`src/rtl/game_state_tx.sv`:
```
// Game-state link transmitter: once per frame, snapshots the ball position and both
// scores and streams them as a 7-byte packet over a valid/ready byte interface.
// Packet: SYNC, x[10:8], x[7:0], y[10:8], y[7:0], {p1,p2}, XOR of bytes 1..5.
module game_state_tx #(
  parameter logic [7:0]  SYNC_BYTE = 8'hA5,
  parameter int unsigned OVR_W     = 8
) (
  input  logic             clk65MHz,
  input  logic             rst_n,
  input  logic             end_of_frame,
  input  logic             link_en,
  input  logic [10:0]      x_pos_of_ball,
  input  logic [10:0]      y_pos_of_ball,
  input  logic [3:0]       points_player_1,
  input  logic [3:0]       points_player_2,
  output logic [7:0]       tx_data,
  output logic             tx_valid,
  input  logic             tx_ready,
  output logic             busy,
  output logic [OVR_W-1:0] overrun_cnt
);

  typedef enum logic {
    IDLE,
    SEND
  } state_e;

  state_e           state_q;
  logic [2:0]       idx_q;
  logic [10:0]      x_q;
  logic [10:0]      y_q;
  logic [3:0]       p1_q;
  logic [3:0]       p2_q;
  logic [7:0]       tx_data_q;
  logic             tx_valid_q;
  logic             busy_q;
  logic [OVR_W-1:0] ovr_q;

  logic             fire;
  logic             xfer;
  logic [2:0]       idx_nx;
  logic [7:0]       b1, b2, b3, b4, b5, b6;
  logic [7:0]       next_byte_d;

  assign fire   = end_of_frame && link_en;
  assign xfer   = tx_valid_q && tx_ready;
  assign idx_nx = idx_q + 3'd1;

  // Packet bytes derived from the held snapshot; selects the byte following idx_q.
  always_comb begin
    b1 = {5'b0, x_q[10:8]};
    b2 = x_q[7:0];
    b3 = {5'b0, y_q[10:8]};
    b4 = y_q[7:0];
    b5 = {p1_q, p2_q};
    b6 = b1 ^ b2 ^ b3 ^ b4 ^ b5;
    next_byte_d = SYNC_BYTE;
    case (idx_nx)
      3'd1:    next_byte_d = b1;
      3'd2:    next_byte_d = b2;
      3'd3:    next_byte_d = b3;
      3'd4:    next_byte_d = b4;
      3'd5:    next_byte_d = b5;
      3'd6:    next_byte_d = b6;
      default: next_byte_d = SYNC_BYTE;
    endcase
  end

  // Packet FSM with registered outputs, snapshot capture and saturating overrun count.
  always_ff @(posedge clk65MHz or negedge rst_n) begin
    if (!rst_n) begin
      state_q    <= IDLE;
      idx_q      <= '0;
      x_q        <= '0;
      y_q        <= '0;
      p1_q       <= '0;
      p2_q       <= '0;
      tx_data_q  <= '0;
      tx_valid_q <= 1'b0;
      busy_q     <= 1'b0;
      ovr_q      <= '0;
    end else begin
      case (state_q)
        IDLE: begin
          if (fire) begin
            x_q        <= x_pos_of_ball;
            y_q        <= y_pos_of_ball;
            p1_q       <= points_player_1;
            p2_q       <= points_player_2;
            idx_q      <= '0;
            tx_data_q  <= SYNC_BYTE;
            tx_valid_q <= 1'b1;
            busy_q     <= 1'b1;
            state_q    <= SEND;
          end
        end
        SEND: begin
          // A frame arriving while busy is dropped, even on the final-byte edge.
          if (fire && (ovr_q != '1)) begin
            ovr_q <= ovr_q + OVR_W'(1);
          end
          if (xfer) begin
            if (idx_q == 3'd6) begin
              idx_q      <= '0;
              tx_data_q  <= '0;
              tx_valid_q <= 1'b0;
              busy_q     <= 1'b0;
              state_q    <= IDLE;
            end else begin
              idx_q     <= idx_nx;
              tx_data_q <= next_byte_d;
            end
          end
        end
        default: state_q <= IDLE;
      endcase
    end
  end

  assign tx_data     = tx_data_q;
  assign tx_valid    = tx_valid_q;
  assign busy        = busy_q;
  assign overrun_cnt = ovr_q;

endmodule

```
`config.mk`:
```
export PLATFORM = sky130hd
export DESIGN_NAME = game_state_tx
export DESIGN_NICKNAME = d
export VERILOG_FILES = /design/src/rtl/game_state_tx.sv
export SDC_FILE = /design/constraint.sdc
export NUM_CORES = 1
export LEC_CHECK = 0
export ABC_AREA = 0
export BUFFER_PORTS_ARGS = -buffer_cell sky130_fd_sc_hd__buf_2
export CORE_MARGIN = 2
export CORE_UTILIZATION = 30
export DETAILED_ROUTE_END_ITERATION = 6
export PLACE_DENSITY = 0.47
export SLEW_MARGIN = 20
export SYNTH_ARGS = -nofsm -noshare
export SYNTH_HDL_FRONTEND = slang
export SYNTH_SLANG_ARGS = --single-unit
```
`constraint.sdc`:
```
create_clock -name clk65MHz -period 2.52 [get_ports clk65MHz]
set_clock_uncertainty 0.1 [all_clocks]
set_input_delay 0.378 -clock clk65MHz [delete_from_list [all_inputs] [get_ports clk65MHz]]
set_output_delay 0.378 -clock clk65MHz [all_outputs]
set_load 0.01 [all_outputs]
```
=== Word level (Yosys, flattened, before mapping) ===
Cells that the tools add are included.

* Register bits: 51

* Add/subtract/negate cells: 2
* Equality and inequality tests: 11
* Multiplexer cells: 17
* Bitwise gates (word level): 5
* Reduce and logical (&&, ||, !) cells: 7

{| class="wikitable"
|+ Operators by type and width
! kind !! count
|-
| case mux 8 bit (6 select lines) || 1
|-
| 2-to-1 mux 8 bit || 3
|-
| case mux 8 bit (2 select lines) || 1
|-
| XOR 8 bit || 2
|-
| equality test 3 bit, second input constant || 4
|-
| 2-to-1 mux 3 bit || 3
|-
| adder 8 x 1 -> 8 bit, second input constant || 1
|-
| inequality test 8 bit, second input constant || 1
|-
| XOR 3 x 8 -> 8 bit || 1
|-
| XOR 8 x 3 -> 8 bit || 1
|-
| equality test 3 x 2 -> 1 bit, second input constant || 2
|-
| 2-to-1 mux 1 bit || 6
|-
| case mux 3 bit (2 select lines) || 1
|-
| AND reduction 2 bit || 3
|-
| inequality test 2 x 1 -> 1 bit, second input constant || 2
|-
| case mux 1 bit (2 select lines) || 2
|-
| adder 3 x 1 -> 3 bit, second input constant || 1
|-
| equality test 3 x 1 -> 1 bit, second input constant || 1
|-
| logical AND 1 bit || 3
|-
| AND reduction 3 bit || 1
|-
| inequality test 2 bit, second input constant || 1
|-
| inverter 1 bit || 1
|}

=== Logic depth before layout (Yosys ltp) ===
Gate-level depths: netlist (run 1).

* Word-level depth: 8
* Gate-level depth with buffers: 6

=== Worst setup path before layout (run 1) ===
Ideal clock, no wire load.

* Path kind: reg-to-reg
* From: reg ovr_q[0] (netlist: overrun_cnt[0])
* To: reg ovr_q[6] (netlist: overrun_cnt[6])
* Library setup time: 126 ps
* Arrival time: 1,534 ps
* Slack: 759 ps
* Stages on the path, launching flop included: 6
* Path through: dfrtp_1 -> ha_1 -> nand3_1 -> o2111ai_4 -> or4_1 -> xnor2_1

* Longest elaborated chain between the ends: 3
* Elaborated cells between the ends (all ways): 4
* Those cells by class: add/sub (1); eq/ne (1); reduce/logical (2)

{| class="wikitable"
|+ RTL lines
! what !! line !! RTL
|-
| from (decl) || 37 || <nowiki>logic [OVR_W-1:0] ovr_q;</nowiki>
|-
| from (signal assigned) || 100 || <nowiki>ovr_q <= ovr_q + OVR_W'(1);</nowiki>
|-
| branches (longest 3 deep; another with adder 8 x 1 -> 8 bit) || -- ||
|}

Several ways; the timed one is not identified.
A chain may end at the register's enable or synchronous reset.

=== Worst setup path in the final report (run 1) ===
* From: reg idx_q[0]
* To: reg tx_data_q[2] (netlist: tx_data[2])

* Longest elaborated chain between the ends: 6
* Elaborated cells between the ends (all ways): 12
* Those cells by class: add/sub (1); eq/ne (7); mux (4)

{| class="wikitable"
|+ RTL lines
! what !! line !! RTL
|-
| from (decl) || 29 || <nowiki>logic [2:0] idx_q;</nowiki>
|-
| from (signal assigned) || 110 || <nowiki>idx_q <= idx_nx;</nowiki>
|-
| adder 3 x 1 -> 3 bit || 47 || <nowiki>assign idx_nx = idx_q + 3'd1;</nowiki>
|-
| equality test 3 bit, or another cell as far along || 58 || <nowiki>case (idx_nx)</nowiki>
|-
| case mux 8 bit (6 select lines) || 58 ||
|-
| 2-to-1 mux 8 bit (*) || 103 || <nowiki>if (idx_q == 3'd6) begin</nowiki>
|-
| 2-to-1 mux 8 bit (*) || 102 || <nowiki>if (xfer) begin</nowiki>
|-
| case mux 8 bit (2 select lines) (*) || 83 || <nowiki>case (state_q)</nowiki>
|-
| to (signal assigned) || 111 || <nowiki>tx_data_q <= next_byte_d;</nowiki>
|-
| to (decl) || 34 || <nowiki>logic [7:0] tx_data_q;</nowiki>
|}

Every way passes the cells marked *; elsewhere a longest branch is shown, timed or not. The select of a mux whose other input is x is not followed.

==> results.toml, run 1 <==
[clock_tree]
htree_levels = 2
post-cts-setup-buffer-count = 0
cts-resized-gates = 0
clock_tree.root_cell = "clkbuf_8"
cts_buffers = 5
tritoncts = "yes"
worstSkewPairLatency_ps = 310
cts_max_path_buffers = 2
cts_sinks = 51
hold_buffers = 0
clk_pin_slew_ps = 100

[min_path]
hold_path.class = "primary input to async pin"

[timing]
finalHoldViolations = 0
worst_pin_slew_ps = 654.0
period_minus_slack_ps = 1851
setup_viol = 0
setup-tns-final_ps = 0
rsz0062_at_grt = "no"
setup_slack_ps = 668.7
drv_slew = 0
fmax_ghz = 0.5402
period_share_pct = 73.46
slew_headroom_pct = 56.40

[synth]
synth_warnings = 0
synth.distinct_cells = 35
ys_seq_elements = 51
syn_area_per_cell_um2 = 11.77
async_flop_share_pct = 100.0
yosysSeqAreaShare_pct = 49.73
ys.flop_type = "dfrtp_1"
syn-num-nets = 254
netlist_area_um2 = 2566
syn_inst = 218
synth-edff-count = 0

[die]
placementRows = 33
num_io_pins = 53
start_util_pct = 31.08
core-area_um2 = 8258
dieHeight_um = 96.49
die_w_um = 96.49
dieArea_um2 = 9310

[outcome]
status = "finished, final reports clean"

[drt]
drc_errors = 0
postRouteAntennaNets = 0
routed_wl_um = 5612
vias = 1850
wl_per_cell_um = 14.89
drtIter0Drc = 71
vias_per_cell = 4.907
dr.pass1.iters = 4

[placement]
pre_cts_ws_ps = 675.4
portBuffers = 52
place_hpwl_um = 3932
placed_cells = 369
placed_area_um2 = 2938
routabilityCongestion = 0.7074

[power_and_ir_drop]
leakage_nw = 1.417
p_per_area_nw_per_um2 = 1237
vdd_drop_max_v = 0.0005075

[setup_path]
start_kind = "register"
crit_type = "register to register"
crit-reg2reg-capture = "tx_data[2]$_DFFE_PN0P_"
r2r-start = "idx_q[0]$_DFFE_PN0P_"
regToRegSetupSlack_ps = 670
r2r_cells = 4
path_max_fanout = 18
end_kind = "register"
arrival_ps = 1970
crit_required_ps = 2640

[global_route]
grt_pass1_vias = 1889
track_usage_pct = 13.25
overflow = 0
grt_max_degree = 52
antenna_found_initial = 0
grt_first_pass_wirelength_um = 9556

[flow_run]
cap_violations = 0

[layout]
area_delta_synth_final_pct = 19.80
diodes = 0
nNetsFinal = 307
drive_gt1_share_pct = 36.76
finalNonFillerCells = 377
fill_cells = 850
postLayoutCellArea_um2 = 3074
## worst max path at each step
stage	startpoint	to	cells past startpoint
2_1_floorplan	overrun_cnt[0]$_DFFE_PN0P_	overrun_cnt[6]$_DFFE_PN0P_	5
3_3_place_gp	link_en	y_q[10]$_DFFE_PN0P_	4
3_5_place_dp	idx_q[0]$_DFFE_PN0P_	tx_data[1]$_DFFE_PN0P_	4
4_1_cts	idx_q[0]$_DFFE_PN0P_	tx_data[2]$_DFFE_PN0P_	4
5_1_grt	idx_q[0]$_DFFE_PN0P_	tx_data[2]$_DFFE_PN0P_	4
6_report	idx_q[0]$_DFFE_PN0P_	tx_data[2]$_DFFE_PN0P_	4
## critical path, cell delays in order, from the launching register on
cell and delay [ps]:
dfrtp_1 750, inv_1 250, nor3_1 360, a21oi_1 140, a21oi_1 180
## cell families (layout without fill, tap and decap cells)
group | after synthesis | in the layout | synth area share, %
flops | 51 | 51 | 49.73
compound gates | 50 | 50 | 13.51
simple gates | 46 | 46 | 8.776
mux | 37 | 37 | 16.92
xor+xnor | 18 | 18 | 7.752
buf+inv | 15 | 69 | 2.828
fa+ha+maj | 1 | 1 | 0.4875
## cell usage in the layout, fill, tap and decap left out, drive strengths merged
cell type,n
xnor3,3
clkbuf,5
inv,4
or4,1
nor3b,2
xnor2,6
and2,2
nand3,9
buf,57
o21bai,5
and3,1
nand3b,1
o2111ai,1
o21ai,9
a21boi,2
mux2,31
a221oi,2
a31oi,5
a211oi,2
xor2,9
nor2,7
o32a,1
nand2,16
bufinv,2
a22oi,1
nor3,4
a32o,4
ha,1
mux4,2
mux2i,4
clkinvlp,1
nand4,1
a21oi,15
dfrtp,51
a2bb2oi,3
nor2b,2
## report_power, final
part | internal (mW) | switching [mW]
combinational | 0.852 | 0.630
clock | 0.396 | 0.289
sequential | 1.19 | 0.443
## synth_stat cells (all sizes together), types with 2 or more instances
cell type | instances | area [um2]
dfrtp | 51 | 1276
mux2 | 31 | 349.1
nand2 | 16 | 60.06
a21oi | 15 | 75.07
buf | 9 | 50.04
nand3 | 9 | 45.04
o21ai | 9 | 45.04
xor2 | 9 | 78.83
nor2 | 7 | 26.28
xnor2 | 6 | 52.55
a31oi | 5 | 31.28
o21bai | 5 | 37.54
a32o | 4 | 40.04
inv | 4 | 15.01
mux2i | 4 | 40.04
nor3 | 4 | 20.02
a2bb2oi | 3 | 26.28
xnor3 | 3 | 67.56
a211oi | 2 | 15.01
a21boi | 2 | 15.01
a221oi | 2 | 17.52
and2 | 2 | 12.51
clkbuf | 2 | 7.510
mux4 | 2 | 45.04
nor2b | 2 | 12.51
nor3b | 2 | 15.01
## layout make-up
class	count	area, um2	area share, %
clock inverters	3	67.56	2.198
multi-input cells	152	1217	39.60
flip-flops and latches	51	1276	41.51
clock buffers	5	68.82	2.239
inverters	4	15.01	0.4884
repair buffers	57	297.8	9.687
well taps	105	131.4	4.274
## state kept, by name, indices dropped and copies added (netlist names)
register	flops
state_q	1
tx_data	8
x_q	11
p1_q	4
idx_q	3
busy	1
y_q	11
overrun_cnt	8
p2_q	4
## through the flow
step | utilization [%] | hold slack, ps | power (mW)
5_1_grt | 37.23 | 137.4 | 4.133
3_5_place_dp | 35.58 | 384.0 | 3.151
2_1_floorplan | - | -17.59 | 2.710
4_1_cts | 37.23 | 97.83 | 3.848
3_3_place_gp | 35.58 | 386.0 | 3.135
6_report | 37.23 | 68.69 | 3.803
## per-layer routing
layer | track usage [%] | wire (um) | vias to the layer above | part of all wire [%]
li1 | - | - | 896 | -
met1 | 18.36 | 2669 | 911 | 48
met2 | 21.24 | 2636 | 41 | 47
met3 | 2.948 | 283 | 2 | 5.0
met4 | 3.052 | 22 | 0 | 0.39
met5 | 0 | 0 | - | 0
Power figures use the tool's default switching activity.
==> run 2, diff against run 1 <==
==> constraint.sdc (replaced) <==
create_clock -name clk65MHz -period 1.9 [get_ports clk65MHz]
set_clock_uncertainty 0.1 [all_clocks]
set_input_delay 0.285 -clock clk65MHz [delete_from_list [all_inputs] [get_ports clk65MHz]]
set_output_delay 0.285 -clock clk65MHz [all_outputs]
set_load 0.01 [all_outputs]
==> run 2 against run 1 <==
Net effect: worst hold slack improved by 34 ps; wire length grew 0.94%; sequential share of layout area fell by 0.52 points; clock power up 8.2%; critical path depth is 1 higher; sequential power up 29%; first-iteration DRC count shrank 15%; global-route usage rose by 0.13 points.
==> results.toml, run 2 (synthesized netlist as in run 1, its figures left out) <==
[outcome]
status = "finished, final reports clean"

[global_route]
track_usage_pct = 13.38
grt_first_pass_wirelength_um = 9535
grt_pass1_vias = 1892
antenna_found_initial = 0
overflow = 0
grt_max_degree = 35

[layout]
diodes = 0
area_delta_synth_final_pct = 21.31
final_common_cell = "buf_2"
top_regs = "x_q x11, y_q x11"
finalNonFillerCells = 382
finish.utilization_pct = 37.70
drive_gt1_share_pct = 37.18
fill_cells = 866
most-common-layout-cells = "buf_2 (52), dfrtp_1 (51), mux2_2 (31)"
nNetsFinal = 313

[setup_path]
arrival_ps = 1840
r2r_cells = 5
crit-reg2reg-capture = "overrun_cnt[6]$_DFFE_PN0P_"
path_max_fanout = 4
r2r-start = "overrun_cnt[0]$_DFFE_PN0P_"
start_kind = "register"
crit_type = "register to register"
crit_required_ps = 2000
regToRegSetupSlack_ps = 160
end_kind = "register"

[drt]
routed_wl_um = 5665
vias = 1902
drtIter0Drc = 60
vias_per_cell = 4.979
postRouteAntennaNets = 0
wl_per_cell_um = 14.83
dr.pass1.iters = 4
drc_errors = 0

[placement]
place_hpwl_um = 4042
portBuffers = 52
routabilityCongestion = 0.7662
placed_cells = 374
pre_cts_ws_ps = 151.6

[power_and_ir_drop]
leakage_nw = 1.445
vdd_drop_max_v = 0.0005682
p_per_area_nw_per_um2 = 1583

[clock_tree]
cts_max_path_buffers = 2
hold_buffers = 1
tritoncts = "yes"
cts_sinks = 51
cts_buffers = 5
cts-resized-gates = 0
worstSkewPairLatency_ps = 300
htree_levels = 2
clk_pin_slew_ps = 90
clock_tree.root_cell = "clkbuf_8"
post-cts-setup-buffer-count = 0

[flow_run]
cap_violations = 0

[timing]
setup_viol = 0
period_minus_slack_ps = 1743
fmax_ghz = 0.5736
period_share_pct = 91.76
drv_slew = 0
setup-tns-final_ps = 0
rsz0062_at_grt = "no"
slew_headroom_pct = 65.11
finalHoldViolations = 0
worst_pin_slew_ps = 523.3
setup_slack_ps = 156.5

[die]
placementRows = 33
core-area_um2 = 8258
start_util_pct = 31.08
num_io_pins = 53
dieArea_um2 = 9310
die_w_um = 96.49
dieHeight_um = 96.49

[min_path]
worstHoldStart = "y_pos_of_ball[10]"
hold_depth = 2
hold_path.class = "primary input to register"
hold-path-endpoint = "y_q[10]$_DFFE_PN0P_"
==> run 2: how the worst max path moves through the flow <==
stage                                       to  depth (start not counted)  slack [ps]                  startpoint
floorplan           overrun_cnt[6]$_DFFE_PN0P_                          5         140  overrun_cnt[0]$_DFFE_PN0P_
global placement    overrun_cnt[6]$_DFFE_PN0P_                          5         200  overrun_cnt[0]$_DFFE_PN0P_
detailed placement  overrun_cnt[6]$_DFFE_PN0P_                          5         150  overrun_cnt[0]$_DFFE_PN0P_
CTS                 overrun_cnt[6]$_DFFE_PN0P_                          5         140  overrun_cnt[0]$_DFFE_PN0P_
global route        overrun_cnt[6]$_DFFE_PN0P_                          5          90  overrun_cnt[0]$_DFFE_PN0P_
finish              overrun_cnt[6]$_DFFE_PN0P_                          5         160  overrun_cnt[0]$_DFFE_PN0P_
==> run 2: power by group <==
part	internal, mW	leakage (nW)	total [mW]	switching [mW]
combinational	1.19	0.770	2.07	0.880
sequential	1.59	0.623	2.12	0.531
clock	0.387	0.0513	0.741	0.355
==> run 2: worst max-delay path, cell delays in order, from the launching register on <==
cell and delay [ps]:
dfrtp_1 420, ha_1 250, nand3_1 140, o2111ai_4 140, or4_1 440, xnor2_1 140
==> run 2: metal layers <==
layer	GRT usage [%]	vias up	wire, um
met5	0	-	0
met4	3.756	0	45
met3	3.026	5	310
met2	21.24	49	2659
met1	18.41	938	2650
li1	-	910	-
==> run 2: area by class of cell <==
cell class | instances | area (um2) | area share, %
Clock inverter | 1 | 30.03 | 0.9646
Tap cell | 105 | 131.4 | 4.220
Timing Repair Buffer | 63 | 370.4 | 11.90
Inverter | 4 | 15.01 | 0.4823
Clock buffer | 6 | 72.57 | 2.331
Sequential cell | 51 | 1276 | 41.00
Multi-Input combinational cell | 152 | 1217 | 39.11
==> run 2: through the flow <==
stage               power, mW  hold WS (ps)  cell area, um2
floorplan               3.594        -110.6            2566
global placement        4.203         191.9            3000
detailed placement      4.239         193.2            3000
CTS                     5.011         92.22            3113
global route            5.394         85.11            3113
finish                  4.928         102.7            3113
